`src/rtl/draw_pkg.sv`:
```
// Shared encodings for the frame draw scheduler: FSM states, palette and screen size.
package draw_pkg;

  typedef logic [2:0] state_t;

  localparam state_t IDLE    = 3'd0;
  localparam state_t E_START = 3'd1;
  localparam state_t E_WAIT  = 3'd2;
  localparam state_t UPDATE  = 3'd3;
  localparam state_t D_START = 3'd4;
  localparam state_t D_WAIT  = 3'd5;

  localparam logic [2:0] BLACK = 3'b000;
  localparam logic [2:0] GREEN = 3'b010;

  localparam int SCREEN_W = 160;
  localparam int SCREEN_H = 120;

endpackage

```
`src/rtl/vga_port_mux.sv`:
```
// N-to-1 selector for the shared VGA adapter write port; plot is gated by valid.
module vga_port_mux #(
  parameter int NUM_CLIENTS = 2,
  parameter int X_W         = 9,
  parameter int Y_W         = 7,
  parameter int COLOUR_W    = 3,
  parameter int IDX_W       = (NUM_CLIENTS > 1) ? $clog2(NUM_CLIENTS) : 1
) (
  input  logic                            valid,
  input  logic [IDX_W-1:0]                sel,
  input  logic [NUM_CLIENTS-1:0]          client_plot,
  input  logic [NUM_CLIENTS*X_W-1:0]      client_x,
  input  logic [NUM_CLIENTS*Y_W-1:0]      client_y,
  input  logic [NUM_CLIENTS*COLOUR_W-1:0] client_colour,
  output logic                            plot,
  output logic [X_W-1:0]                  x,
  output logic [Y_W-1:0]                  y,
  output logic [COLOUR_W-1:0]             colour
);

  logic [X_W-1:0]      x_arr      [NUM_CLIENTS];
  logic [Y_W-1:0]      y_arr      [NUM_CLIENTS];
  logic [COLOUR_W-1:0] colour_arr [NUM_CLIENTS];

  genvar gi;
  generate
    for (gi = 0; gi < NUM_CLIENTS; gi++) begin : g_unpack
      assign x_arr[gi]      = client_x[gi*X_W +: X_W];
      assign y_arr[gi]      = client_y[gi*Y_W +: Y_W];
      assign colour_arr[gi] = client_colour[gi*COLOUR_W +: COLOUR_W];
    end
  endgenerate

  // Compare-based select keeps out-of-range sel values at zero for non-power-of-two counts.
  always_comb begin
    plot   = 1'b0;
    x      = '0;
    y      = '0;
    colour = '0;
    for (int i = 0; i < NUM_CLIENTS; i++) begin
      if (sel == IDX_W'(i)) begin
        plot   = valid & client_plot[i];
        x      = x_arr[i];
        y      = y_arr[i];
        colour = colour_arr[i];
      end
    end
  end

endmodule

```
`src/rtl/draw_scheduler.sv`:
```
// Frame sequencer: erase pass over all painters, one update tick, then draw pass,
// with exactly one painter owning the VGA write port at a time.
module draw_scheduler
  import draw_pkg::*;
#(
  parameter int NUM_CLIENTS = 2,
  parameter int X_W         = 9,
  parameter int Y_W         = 7,
  parameter int COLOUR_W    = 3,
  parameter int TIMEOUT     = 20000
) (
  input  logic                            CLOCK_50,
  input  logic                            reset,
  input  logic                            game_pulse,
  output logic [NUM_CLIENTS-1:0]          client_start,
  output logic                            client_erase,
  input  logic [NUM_CLIENTS-1:0]          client_done,
  input  logic [NUM_CLIENTS-1:0]          client_plot,
  input  logic [NUM_CLIENTS*X_W-1:0]      client_x,
  input  logic [NUM_CLIENTS*Y_W-1:0]      client_y,
  input  logic [NUM_CLIENTS*COLOUR_W-1:0] client_colour,
  output logic                            plot,
  output logic [X_W-1:0]                  x,
  output logic [Y_W-1:0]                  y,
  output logic [COLOUR_W-1:0]             colour,
  output logic                            update_tick,
  output logic                            frame_done,
  output logic                            busy,
  output logic                            timeout_err,
  output logic [7:0]                      overrun_count
);

  localparam int IDX_W = (NUM_CLIENTS > 1) ? $clog2(NUM_CLIENTS) : 1;
  localparam logic [IDX_W-1:0] LAST_IDX = IDX_W'(NUM_CLIENTS - 1);
  localparam logic [IDX_W-1:0] IDX_ONE  = IDX_W'(1);
  localparam logic [15:0]      WD_LAST  = 16'(TIMEOUT - 1);

  state_t           state_reg, state_next;
  logic [IDX_W-1:0] idx_reg, idx_next;
  logic             pending_reg;
  logic [15:0]      wd_reg;
  logic             timeout_reg;
  logic [7:0]       overrun_reg;

  logic in_wait, is_start, expired, advance, last_client;

  assign in_wait     = (state_reg == E_WAIT) || (state_reg == D_WAIT);
  assign is_start    = (state_reg == E_START) || (state_reg == D_START);
  assign expired     = in_wait && (wd_reg == WD_LAST);
  // Only the selected client's done counts, and never in its start cycle.
  assign advance     = in_wait && (client_done[idx_reg] || expired);
  assign last_client = (idx_reg == LAST_IDX);

  always_ff @(posedge CLOCK_50) begin
    if (reset) begin
      state_reg <= IDLE;
      idx_reg   <= '0;
    end else begin
      state_reg <= state_next;
      idx_reg   <= idx_next;
    end
  end

  always_comb begin
    state_next = state_reg;
    idx_next   = idx_reg;
    case (state_reg)
      IDLE: begin
        if (game_pulse || pending_reg) begin
          state_next = E_START;
          idx_next   = '0;
        end
      end
      E_START: state_next = E_WAIT;
      E_WAIT: begin
        if (advance) begin
          if (last_client) begin
            idx_next   = '0;
            state_next = UPDATE;
          end else begin
            idx_next   = idx_reg + IDX_ONE;
            state_next = E_START;
          end
        end
      end
      UPDATE:  state_next = D_START;
      D_START: state_next = D_WAIT;
      D_WAIT: begin
        if (advance) begin
          if (last_client) begin
            idx_next   = '0;
            state_next = IDLE;
          end else begin
            idx_next   = idx_reg + IDX_ONE;
            state_next = D_START;
          end
        end
      end
      default: begin
        state_next = IDLE;
        idx_next   = '0;
      end
    endcase
  end

  always_comb begin
    client_start = '0;
    if (is_start) client_start[idx_reg] = 1'b1;
    client_erase = (state_reg == E_START) || (state_reg == E_WAIT);
    update_tick  = (state_reg == UPDATE);
    frame_done   = (state_reg == D_WAIT) && advance && last_client;
    busy         = (state_reg != IDLE);
  end

  // Watchdog, frame-request queueing and error bookkeeping.
  always_ff @(posedge CLOCK_50) begin
    if (reset) begin
      pending_reg <= 1'b0;
      wd_reg      <= '0;
      timeout_reg <= 1'b0;
      overrun_reg <= '0;
    end else begin
      if (is_start) wd_reg <= '0;
      else if (in_wait) wd_reg <= wd_reg + 16'd1;

      if (expired) timeout_reg <= 1'b1;

      if (state_reg == IDLE) begin
        pending_reg <= 1'b0;
      end else if (game_pulse) begin
        if (!pending_reg) pending_reg <= 1'b1;
        else if (overrun_reg != 8'hFF) overrun_reg <= overrun_reg + 8'd1;
      end
    end
  end

  assign timeout_err   = timeout_reg;
  assign overrun_count = overrun_reg;

  vga_port_mux #(
    .NUM_CLIENTS (NUM_CLIENTS),
    .X_W         (X_W),
    .Y_W         (Y_W),
    .COLOUR_W    (COLOUR_W),
    .IDX_W       (IDX_W)
  ) u_port_mux (
    .valid         (in_wait),
    .sel           (idx_reg),
    .client_plot   (client_plot),
    .client_x      (client_x),
    .client_y      (client_y),
    .client_colour (client_colour),
    .plot          (plot),
    .x             (x),
    .y             (y),
    .colour        (colour)
  );

endmodule

```
`config.mk`:
```
export PLATFORM = sky130hd
export DESIGN_NAME = draw_scheduler
export DESIGN_NICKNAME = d
export VERILOG_FILES = /design/src/rtl/draw_pkg.sv /design/src/rtl/vga_port_mux.sv /design/src/rtl/draw_scheduler.sv
export SDC_FILE = /design/constraint.sdc
export NUM_CORES = 1
export LEC_CHECK = 0
export CAP_MARGIN = 20
export CORE_MARGIN = 3
export CORE_UTILIZATION = 45
export CTS_CLUSTER_DIAMETER = 60
export DETAILED_ROUTE_END_ITERATION = 12
export DONT_BUFFER_PORTS = 1
export HOLD_SLACK_MARGIN = 0.05
export MAX_ROUTING_LAYER = met4
export PLACE_DENSITY_LB_ADDON = 0.08
export SYNTH_ARGS = -nofsm -noshare
export SYNTH_HDL_FRONTEND = slang
export SYNTH_SLANG_ARGS = --single-unit
```
`constraint.sdc`:
```
create_clock -name CLOCK_50 -period 1.45 [get_ports CLOCK_50]
set_input_delay 0.0725 -clock CLOCK_50 [delete_from_list [all_inputs] [get_ports CLOCK_50]]
set_output_delay 0.0725 -clock CLOCK_50 [all_outputs]
set_load 0.03 [all_outputs]
```
==> key figures, run 1 <==
Synthesis
  – Sequential-to-total area share from yosys stat: 0.341
  – Xor and xnor fraction of the mapped netlist area: 0.109
  – Ys async rst share: 0
  – Synth Area in Adders: 0.0142
  – Synth Register Bits: 30
  – Synth area leader: dfxtp_1
  – Post-synthesis mux area share: 0.144
  – Top post-synthesis cells by count: nor2_1 (34), dfxtp_1 (30), mux2_2 (19)
  – Netlist Area Pre-Place: 0.00176 mm²
  – Cell with the most instances after synthesis: nor2_1
  – Combinational family with the most area after synthesis: simple AND/OR/NAND/NOR gates
  – Main synth FF type: dfxtp_1
  – Post-synthesis compound-gate area fraction: 0.114
  – Synth area leaders: dfxtp_1 (34%), mux2_2 (12%), nor2_1 (7.2%)
  – Syn Area/Cell: 8.95 µm²
  – Mapped Nets: 244
  – Post-synthesis simple-gate area fraction: 0.227
  – EDFF count, synth: 0
  – Synth Warn #: 0
  – Cell variety after synth: 39
  – Post-synthesis instance total: 197
  – Synth top area share: 0.341

Flow run
  – Max cap viols: 0

Detailed routing
  – DR pass1 iterations: 4
  – Routed WL: 5210 µm
  – Number of remaining DRC errors: 0
  – DRT iter0 DRCs: 40
  – WL/cell: 17.1 µm
  – ANT nets after route: 0
  – Number of vias per cell: 5.38
  – Via Count: 1,641

Worst setup path
  – R2R depth: 7
  – FF-to-FF End: state_reg[0]
  – CP top delay family: simple AND/OR/NAND/NOR gates
  – Setup crit start: state_reg[2]
  – Crit path capture: frame_done
  – Critical path buffer and inverter count: 1
  – Worst setup SP type: flip-flop
  – Class of the most critical setup path: reg2out
  – CP max FO: 5
  – WP data arrival: 1.55 ns
  – CP peak stage delay: 0.37 ns
  – FF-to-FF Start: state_reg[2]
  – CP endpoint kind: primary output
  – Slowest CP cell: dfxtp_4
  – Worst path depth: 5
  – Reg2Reg Setup Slack: -0.14 ns
  – Crit-path cells: nor3b_4 -> buf_6 -> o211ai_4 -> o21ai_4 -> and3_4
  – Worst Path Required: 1.38 ns

GRT
  – Global Route Usage Sum: 0.213
  – GRT met1 Usage: 0.255
  – Vias in the first global route: 1,529
  – Met3 Use GR: 0.0519
  – Met2 usage: 0.343
  – GRT busiest layer: met2
  – First-pass GRT wire length: 7160 µm
  – Initial antenna violation count: 0
  – Global route overflow: 0
  – Largest net degree at the start of global routing: 19

STA
  – Final period util: 1.12
  – Actual slew at the worst max-slew pin: 0.621 ns
  – Achievable Freq: 0.618 GHz
  – Final critical-path required period: 1.62 ns
  – Final worst slack: -0.168 ns
  – Clock skew: 0.00773 ns
  – RSZ-0062 raised after global routing: true
  – Final slew viol count: 0
  – Final Hold Fails: 0
  – Setup violators final: 24
  – Min Hold Slack: 0.0678 ns
  – Post-route setup TNS: -1.67 ns
  – Rel. slew slack: 0.585

Die
  – Die area: 0.00470 mm²
  – Core region area: 0.00372 mm²
  – Die X: 68.6 µm
  – I/O Pins: 80
  – # rows: 22
  – Initial Util: 0.474
  – Die Ht: 68.6 µm

Cells and area
  – Share of cells above drive strength 1: 0.529
  – Post-route insts no fill: 305
  – Post-Route Utilization: 0.718
  – # diodes: 0
  – Nets: 303
  – Area growth syn-to-layout: 51.2%
  – Max reg flops: 16

Placement
  – Dpl ws: -0.127 ns
  – Routability cong.: 0.831
  – Placed insts: 274
  – Port Buffers: 0
  – DP HPWL: 3280 µm

Min path
  – Worst min path class: in2reg

Pwr
  – Max IR drop VDD: 0.000782 V
  – Internal power: 1.42 mW
  – Psw: 0.620 mW
  – Sw frac: 0.304
  – Lkg Pwr: 1.08 nW
  – Clock power frac: 0.338
  – Cell Pwr Density: 766 mW/mm²
  – Comb pwr share: 0.244
  – Sequential power share: 0.419

Clock network
  – Htree depth: 2
  – Clk sink count: 30
  – Cts bufs inserted: 5
  – Clock-pin transition on the worst setup and hold timing paths: 0.07 ns
  – TritonCTS clock tree: done
  – Clock Path Buffers: 2
  – CTS root buf: clkbuf_8
  – Skew-Pair Late Insertion Delay: 0.28 ns

Status
  – Violated checks: negative setup slack
  – Status: complete, but fails checks
-- cells by family (layout without fill, tap and decap cells) --
group,Yosys count,after routing
AOI/OAI and AO/OA,23,23
xor gates and xnor gates,22,22
adders and majority gates,2,2
buffers and inverters,18,77
muxes,23,23
DFF,30,30
and+or+nand+nor,79,80
-- per-stage QoR --
| step | power (mW) | cell area [µm²] |
|---|---|---|
| after floorplan | 1.17 | 1790 |
| after CTS | 2.00 | 2440 |
| after global routing | 2.14 | 2670 |
| after detailed placement | 1.24 | 2080 |
| after global placement | 1.24 | 2080 |
| final | 2.04 | 2670 |
-- layout make-up --
| cell class | count | area (µm²) |
|---|---|---|
| Clock buffer | 7 | 86.3 |
| Clock inverter | 1 | 5.00 |
| Fill cell | 267 | 1050 |
| Inverter | 8 | 30.0 |
| Multi-Input combinational cell | 150 | 1320 |
| Sequential cell | 30 | 622 |
| Tap cell | 48 | 60.1 |
| Timing Repair Buffer | 61 | 546 |
-- how the worst min path moves through the flow --
stage          cells past startpoint   from  slack [ns]           end
2_1_floorplan                      1  reset        0.14  state_reg[1]
3_3_place_gp                       1  reset        0.14  state_reg[0]
3_5_place_dp                       1  reset        0.14  state_reg[0]
4_1_cts                            4  reset        0.11       idx_reg
5_1_grt                            2  reset        0.06     wd_reg[9]
6_report                           2  reset        0.07    wd_reg[15]
-- cell usage in the layout (no fill, tap or decap), types with 3 or more instances in the layout --
cell and count:
a21oi_1 6, buf_4 39, buf_6 18, clkbuf_8 6, dfxtp_1 19, dfxtp_2 8
dfxtp_4 3, dlygate4sd3_1 3, inv_1 7, mux2_2 17, mux2i_1 4, nand2_1 8
nand3_1 3, nand4_1 6, nor2_1 29, nor2_2 3, nor3_4 5, o21ai_0 3
or3_1 3, xnor2_1 9, xnor2_2 5, xor2_1 8
-- what timing repair did --
| item | in CTS | in global routing |
|---|---|---|
| resized for setup | 38 | 41 |
| endpoints found under the hold margin | 14 | 7 |
| buffers inserted | 14 | 5 |
| hold buffers | 2 | 1 |
| cloned | 1 | 1 |
| endpoints found under the setup margin | 44 | 47 |
| pin swaps | 14 | 25 |
-- power by group through the flow --
stage          Clock, mW  Sequential (mW)  Combinational (mW)
5_1_grt            0.756            0.856               0.529
6_report           0.690            0.855               0.498
2_1_floorplan          0            0.867               0.304
4_1_cts            0.708            0.854               0.435
3_5_place_dp           0            0.871               0.372
3_3_place_gp           0            0.870               0.368
-- layer usage --
layer | up-vias | wire length [µm]
li1 | 808 | -
met1 | 802 | 2210
met2 | 23 | 2750
met3 | 8 | 161
met4 | 0 | 88
met5 | - | 0
-- worst register-to-register path: stages, from the launching register on --
cell	delay [ns]
dfxtp_4	0.37
nor3b_4	0.19
buf_6	0.15
o211ai_4	0.12
buf_6	0.17
o21a_4	0.23
a21oi_2	0.15
a21oi_1	0.07
No activity file was read; power rests on OpenSTA's default activity.
==> run 2, diff against run 1 <==
==> constraint.sdc (replaced) <==
create_clock -name CLOCK_50 -period 1.45 [get_ports CLOCK_50]
set_input_delay 0.435 -clock CLOCK_50 [delete_from_list [all_inputs] [get_ports CLOCK_50]]
set_output_delay 0.435 -clock CLOCK_50 [all_outputs]
set_load 0.03 [all_outputs]
==> key figures, run 2 (synthesis gave the netlist of run 1 again) <==
Die
  – Die area: 0.00470 mm² (unchanged)
  – # rows: 22 (unchanged)
  – Die Ht: 68.6 µm (unchanged)
  – Core region area: 0.00372 mm² (unchanged)
  – Initial Util: 0.474 (unchanged)
  – I/O Pins: 80 (unchanged)
  – Die X: 68.6 µm (unchanged)

STA
  – Final worst slack: -0.523 ns (-0.355 ns)
  – RSZ-0062 raised after global routing: true
  – Actual slew at the worst max-slew pin: 0.328 ns (-0.293 ns)
  – Final slew viol count: 0 (unchanged)
  – Final critical-path required period: 1.97 ns (+0.355 ns)
  – Setup violators final: 54 (+130%)
  – Clock skew: 0.00626 ns (-0.00147 ns)
  – Achievable Freq: 0.507 GHz (-18%)
  – Final Hold Fails: 0 (unchanged)
  – Final period util: 1.36 (+0.245)
  – Rel. slew slack: 0.781 (+0.197)

Pwr
  – Sequential power share: 0.378 (-0.041)
  – Internal power: 1.56 mW (+9.6%)
  – Sw frac: 0.311 (+0.00719)
  – Cell Pwr Density: 738 mW/mm² (-3.7%)
  – Max IR drop VDD: 0.000596 V (-24%)
  – Clock power frac: 0.309 (-0.029)
  – Lkg Pwr: 1.24 nW (+15%)
  – Psw: 0.703 mW (+13%)
  – Final Power: 2.26 mW (+11%)
  – Comb pwr share: 0.313 (+0.069)

Clock network
  – Htree depth: 2 (unchanged)
  – CTS root buf: clkbuf_8
  – Skew-Pair Late Insertion Delay: 0.28 ns (about the same)
  – Hold buffer count at CTS: 0 (-2)
  – Clock Path Buffers: 2 (unchanged)
  – Clk sink count: 30 (unchanged)
  – Cts bufs inserted: 5 (unchanged)
  – Clock-pin transition on the worst setup and hold timing paths: 0.07 ns (about the same)
  – TritonCTS clock tree: done

Worst setup path
  – WP data arrival: 1.54 ns (about the same)
  – FF-to-FF End: wd_reg[9]
  – R2R depth: 7 (unchanged)
  – CP top delay family: simple AND/OR/NAND/NOR gates
  – Class of the most critical setup path: reg2out
  – CP peak stage delay: 0.38 ns (about the same)
  – CP endpoint kind: primary output
  – Critical path buffer and inverter count: 0 (-1)
  – Crit-path cells: nor3b_4 -> o211ai_4 -> o21ai_4 -> and3_4
  – FF-to-FF Start: state_reg[1]
  – Worst Path Required: 1.02 ns (-0.36 ns)
  – CP max FO: 3 (-2)
  – Slowest CP cell: dfxtp_2
  – Worst setup SP type: flip-flop
  – Reg2Reg Setup Slack: -0.40 ns (-0.26 ns)

GRT
  – Largest net degree at the start of global routing: 17 (-2)
  – First-pass GRT wire length: 8650 µm (+21%)
  – Global Route Usage Sum: 0.258 (+0.0443)
  – Global route overflow: 0 (unchanged)
  – Initial antenna violation count: 0 (unchanged)
  – Vias in the first global route: 1,859 (+22%)

Min path
  – Worst min path class: in2reg
  – HP Start: reset
  – Hold EP: state_reg[1]
  – Cell depth of the worst min-delay path: 1 (-1)

Detailed routing
  – DR pass1 iterations: 4 (unchanged)
  – Routed WL: 6520 µm (+25%)
  – Via Count: 1,864 (+14%)
  – DRT iter0 DRCs: 138 (+250%)
  – Number of remaining DRC errors: 0 (unchanged)
  – Number of vias per cell: 5.81 (+7.9%)
  – ANT nets after route: 0 (unchanged)
  – WL/cell: 20.3 µm (+19%)

Status
  – Violated checks: negative setup slack
  – Status: complete, but fails checks

Placement
  – Routability cong.: 0.847 (+2.0%)
  – Port Buffers: 0 (unchanged)
  – Post-DP Area: 0.00219 mm² (+5.3%)
  – DP HPWL: 3430 µm (+4.7%)

Cells and area
  – Commonest non-fill, non-tap cell in the layout: buf_4
  – # diodes: 0 (unchanged)
  – Nets: 319 (+5.3%)
  – Post-Route Utilization: 0.826 (+0.108)
  – Max reg flops: 16 (unchanged)
  – Commonest non-fill, non-tap cells in the layout: buf_4 (44), nor2_1 (26), buf_6 (22), mux2_4 (19), dfxtp_1 (19)
  – Area growth syn-to-layout: 74.0%
  – Share of cells above drive strength 1: 0.604 (+0.0752)
  – Fin area: 0.00307 mm² (+15%)

Flow run
  – Max cap viols: 0 (unchanged)
run 2: changes by cell type in the layout (fill, tap and decap cells not counted), sizes merged:
cell,change
buf,+18
o2111ai,+1
dlygate4sd3,-3
run 2: worst max path at each step:
stage,startpoint,cells past startpoint,to
floorplan,state_reg[0],5,frame_done
global placement,wd_reg[15],4,frame_done
finish,state_reg[1],4,frame_done
detailed placement,wd_reg[15],4,frame_done
global route,state_reg[1],4,frame_done
CTS,wd_reg[7],4,frame_done
run 2: layout make-up:
| class | count | area, µm² |
|---|---|---|
| repair buffers | 76 | 763 |
| well taps | 48 | 60.1 |
| inverters | 8 | 35.0 |
| flip-flops and latches | 30 | 622 |
| clock buffers | 7 | 86.3 |
| clock inverters | 1 | 5.00 |
| fillers | 198 | 648 |
| multi-input cells | 151 | 1500 |
run 2: power groups by stage:
stage | logic (mW) | clock network [mW] | registers (mW)
floorplan | 0.341 | 0 | 0.867
global placement | 0.403 | 0 | 0.866
detailed placement | 0.408 | 0 | 0.867
CTS | 0.577 | 0.702 | 0.852
global route | 0.736 | 0.753 | 0.856
finish | 0.709 | 0.699 | 0.855
run 2: layer usage:
| metal | share of wire | GRT usage | vias to the layer above |
|---|---|---|---|
| met5 | 0 | - | - |
| met4 | 0.035 | 0.114 | 0 |
| met3 | 0.068 | 0.0583 | 24 |
| met2 | 0.54 | 0.489 | 96 |
| met1 | 0.35 | 0.245 | 905 |
| li1 | - | - | 839 |
run 2: per-stage QoR:
step                worst slack (ns)  cells  TNS (ns)  hold WS [ns]
global placement              -0.279    280     -2.74         0.499
global route                  -0.554    321    -16.31         0.194
CTS                           -0.541    313     -9.01         0.201
floorplan                     -0.381    197     -1.76         0.476
finish                        -0.523    321    -13.87         0.206
detailed placement            -0.322    280     -3.59         0.502
run 2: repair_timing:
action / CTS / global route
setup buffers: 22 / 16
gates resized for setup: 74 / 53
pin swaps: 15 / 33
setup endpoints to repair: 51 / 55
cloned: 4 / 1
==> run 3, diff against run 2 <==
- ABC_AREA: not set -> 1
==> key figures, run 3 <==
Die
  – Initial Util: 0.489 (+0.0149)
  – I/O Pins: 80 (unchanged)
  – Die Ht: 70.7 µm (+3.1%)
  – Die X: 70.7 µm (+3.1%)
  – # rows: 22 (unchanged)

STA
  – Grt repair worst endpoint: frame_done
  – WEP type: output port

Synthesis
  – Main synth FF type: dfxtp_1
  – Mapped Nets: 350 (+43%)
  – Synth Register Bits: 30 (unchanged)
  – EDFF count, synth: 0 (unchanged)
  – Cell with the most instances after synthesis: nand2_1
  – Post-synthesis instance total: 303 (+54%)
  – Synth area leaders: dfxtp_1 (32%), nand2_1 (23%), a21oi_1 (6.1%)
  – Synth top area share: 0.319 (-0.0222)
  – Netlist Area Pre-Place: 0.00189 mm² (+7.0%)
  – Sequential-to-total area share from yosys stat: 0.319 (-0.0222)
  – Cell variety after synth: 31 (-21%)
  – Top post-synthesis cells by count: nand2_1 (115), dfxtp_1 (30), nor2_1 (28)
  – Synth area leader: dfxtp_1
  – Synth Warn #: 0 (unchanged)
  – Syn Area/Cell: 6.22 µm² (-30%)
  – Ys async rst share: 0 (unchanged)

Clock network
  – CTS root buf: clkbuf_8
  – Htree depth: 2 (unchanged)
  – Cts bufs inserted: 5 (unchanged)
  – Clk sink count: 30 (unchanged)
  – Clock Path Buffers: 2 (unchanged)

Status
  – Error msg: [ERROR GRT-0232] Routing congestion too high. Check the congestion heatmap in the GUI.
  – Status: did not finish
  – Failed at: 5_1_grt

Placement
  – Routability cong.: 0.783 (-7.5%)
  – Port Buffers: 0 (unchanged)
  – Post-DP Area: 0.00239 mm² (+9.2%)
  – Dpl ws: -0.334 ns (-0.0123 ns)
  – DP HPWL: 3680 µm (+7.1%)

GRT
  – Global route overflow: 103
  – Global Route Usage Sum: 0.719
  – Largest net degree at the start of global routing: 12
run 3: cell types whose count changed after synthesis, moves of 4 or more:
| cell | before | now |
|---|---|---|
| mux2_2 | 19 | 0 |
| inv_2 | 0 | 5 |
| xnor2_1 | 14 | 3 |
| nand3_1 | 4 | 14 |
| xor2_1 | 8 | 1 |
| nor3_1 | 9 | 5 |
| nor2_2 | 0 | 5 |
| a21oi_1 | 8 | 23 |
| nor2_1 | 34 | 28 |
| and2_1 | 4 | 0 |
| o21ai_0 | 6 | 11 |
| inv_1 | 8 | 27 |
| nand2_1 | 8 | 115 |
run 3: metrics by stage:
stage	utilization	setup TNS, ns	cells
after CTS	0.830	-4.80	421
after global placement	0.620	-0.386	393
after detailed placement	0.620	-0.533	393
after floorplan	-	-0.355	303
run 3: logic make-up after synthesis:
logic type | after synthesis | synth area share
buffers and inverters | 41 | 0.0909
AO/OA/AOI/OAI | 36 | 0.0989
adder cells (fa/ha/maj) | 2 | 0.0133
multiplexers | 1 | 0.00531
AND/OR/NAND/NOR | 189 | 0.455
flip-flops | 30 | 0.319
XOR/XNOR | 4 | 0.0186
run 3: routing by layer:
layer	GRT usage	overflow
met3	0.439	0
met4	0.875	54
met1	0.656	1
met2	0.920	48
met5	-	-
run 3: what timing repair did:
action / CTS
hold buffers: 0
hold endpoints to repair: 0
buffers inserted: 17
gates resized for setup: 143
pin swaps: 39
setup endpoints to repair: 33
gates cloned: 3
==> run 4, diff against run 3 <==
- CORE_UTILIZATION: 45 -> 30
- CTS_CLUSTER_DIAMETER: 60 -> not set
- HOLD_SLACK_MARGIN: 0.05 -> not set
- MAX_ROUTING_LAYER: met4 -> not set
- PLACE_DENSITY_LB_ADDON: 0.08 -> 0.15
- clock period: 1.45 -> 1.9 ns (I/O delays scaled with it)
==> key figures, run 4 <==
STA
  – Rel. slew slack: 0.782
  – Actual slew at the worst max-slew pin: 0.326 ns
  – Final worst slack: -0.161 ns
  – Clock skew: 0.00634 ns
  – Final Hold Fails: 0
  – Min Hold Slack: 0.348 ns
  – Achievable Freq: 0.485 GHz
  – Final critical-path required period: 2.06 ns
  – Final slew viol count: 0
  – Final period util: 1.08
  – Setup violators final: 1
  – RSZ-0062 raised after global routing: true

Worst setup path
  – WP data arrival: 1.49 ns
  – Slowest CP cell: dfxtp_2
  – FF-to-FF End: wd_reg[14]
  – Worst Path Required: 1.33 ns
  – Reg2Reg Setup Slack: 0.34 ns
  – Worst setup SP type: flip-flop
  – Crit-path cells: ha_4 -> nand3_4 -> nor2_4 -> nand3_2 -> a211oi_4 -> buf_6
  – FF-to-FF Start: state_reg[1]
  – Class of the most critical setup path: reg2out
  – CP max FO: 3
  – CP endpoint kind: primary output
  – R2R depth: 9
  – CP peak stage delay: 0.36 ns

Placement
  – Routability cong.: 0.765 (-2.4%)
  – Dpl ws: 0.0173 ns (+0.351 ns)
  – Port Buffers: 0 (unchanged)
  – Post-DP Area: 0.00218 mm² (-8.7%)
  – DP HPWL: 3590 µm (-2.5%)

Die
  – I/O Pins: 80 (unchanged)
  – Die Ht: 85.3 µm (+21%)
  – Core region area: 0.00599 mm²
  – # rows: 28 (+27%)
  – Initial Util: 0.315 (-0.175)
  – Die area: 0.00727 mm²
  – Die X: 85.3 µm (+21%)

Clock network
  – TritonCTS clock tree: done
  – Hold buffer count at CTS: 0 (unchanged)
  – Skew-Pair Late Insertion Delay: 0.28 ns
  – Clock Path Buffers: 2 (unchanged)
  – Clk sink count: 30 (unchanged)
  – Cts bufs inserted: 5 (unchanged)
  – Clock-pin transition on the worst setup and hold timing paths: 0.07 ns
  – CTS root buf: clkbuf_8
  – Htree depth: 2 (unchanged)

Synthesis
  – Main synth FF type: dfxtp_1
  – EDFF count, synth: 0 (unchanged)
  – Netlist Area Pre-Place: 0.00189 mm² (unchanged)
  – Synth top area share: 0.319 (unchanged)
  – Sequential-to-total area share from yosys stat: 0.319 (unchanged)
  – Synth Warn #: 0 (unchanged)
  – Synth Register Bits: 30 (unchanged)
  – Synth area leader: dfxtp_1
  – Top post-synthesis cells by count: nand2_1 (115), dfxtp_1 (30), nor2_1 (28)
  – Syn Area/Cell: 6.22 µm² (unchanged)
  – Synth area leaders: dfxtp_1 (32%), nand2_1 (23%), a21oi_1 (6.1%)
  – Post-synthesis instance total: 303 (unchanged)
  – Cell with the most instances after synthesis: nand2_1
  – Cell variety after synth: 31 (unchanged)
  – Mapped Nets: 350 (unchanged)
  – Ys async rst share: 0 (unchanged)

Status
  – Violated checks: negative setup slack
  – Status: complete, but fails checks

Detailed routing
  – DRT iter0 DRCs: 75
  – ANT nets after route: 0
  – Number of remaining DRC errors: 0
  – WL/cell: 11.7 µm
  – Number of vias per cell: 4.61
  – DR pass1 iterations: 4
  – Via Count: 1,921
  – Routed WL: 4880 µm

Cells and area
  – Area growth syn-to-layout: 34.3%
  – Nets: 388
  – Max reg flops: 16
  – Fin area: 0.00253 mm²
  – Share of cells above drive strength 1: 0.342
  – Commonest non-fill, non-tap cell in the layout: nand2_1
  – Post-Route Utilization: 0.423
  – # diodes: 0
  – Commonest non-fill, non-tap cells in the layout: nand2_1 (99), buf_4 (36), a21oi_1 (23), inv_1 (22)

Min path
  – Cell depth of the worst min-delay path: 1
  – HP Start: reset
  – Worst min path class: in2reg
  – Hold EP: state_reg[1]

GRT
  – Global route overflow: 0
  – Largest net degree at the start of global routing: 17
  – First-pass GRT wire length: 7560 µm
  – Global Route Usage Sum: 0.126
  – Vias in the first global route: 1,658
  – Initial antenna violation count: 0

Pwr
  – Cell Pwr Density: 1160 mW/mm²
  – Max IR drop VDD: 0.000498 V
  – Final Power: 2.93 mW
  – Lkg Pwr: 1.11 nW

Flow run
  – Max cap viols: 0
[run 4: cell type report]
type | count | area [µm²]
fillers | 637 | 3460
inverters | 33 | 136
well taps | 75 | 93.8
flip-flops and latches | 30 | 619
repair buffers | 39 | 308
multi-input cells | 232 | 1260
clock buffers | 8 | 110
[run 4: worst max-delay path: cells and delay by family (launching register included)]
kind	cells	cell delay (ns)
buf+inv	1	0.16
flops	1	0.36
simple gates	3	0.30
fa+ha+maj	1	0.15
compound gates	1	0.25
[run 4: per-stage QoR]
stage	instances	TNS [ns]
after global placement	400	0
after floorplan	303	0
after detailed placement	400	0
final	417	-0.161
after global routing	417	-0.255
after CTS	409	-0.172
[run 4: cell families after synthesis]
group | count (synthesis) | synth area share
AOI/OAI and AO/OA | 36 | 0.0989
xor gates and xnor gates | 4 | 0.0186
adders and majority gates | 2 | 0.0133
buffers and inverters | 41 | 0.0909
DFF | 30 | 0.319
muxes | 1 | 0.00531
and+or+nand+nor | 189 | 0.455
[run 4: worst max path at each step]
stage               startpoint          to  slack (ns)
finish               wd_reg[1]  frame_done       -0.16
global route         wd_reg[1]  frame_done       -0.25
CTS                  wd_reg[1]  frame_done       -0.17
detailed placement  wd_reg[11]  frame_done        0.02
global placement     wd_reg[0]  frame_done        0.03
floorplan            wd_reg[0]  frame_done        0.02
[run 4: layer usage]
layer / GRT usage / part of all wire
met1: 0.163 / 0.44
met2: 0.206 / 0.52
met3: 0.0359 / 0.036
met4: 0.0317 / 0.0062
met5: 0 / 0
[run 4: power by group]
part	switching (mW)	total (mW)	internal [mW]
clock	0.241	0.607	0.366
combinational	1.04	1.53	0.496
sequential	0.0850	0.786	0.701
total	1.36	2.93	1.56
[run 4: what timing repair did]
action | 4_1_cts | 5_1_grt
resized for setup | 24 | 38
gates cloned | 0 | 0
buffers inserted | 1 | 8
hold endpoints to repair | 0 | 0
pin swaps | 5 | 14
setup endpoints to repair | 18 | 24
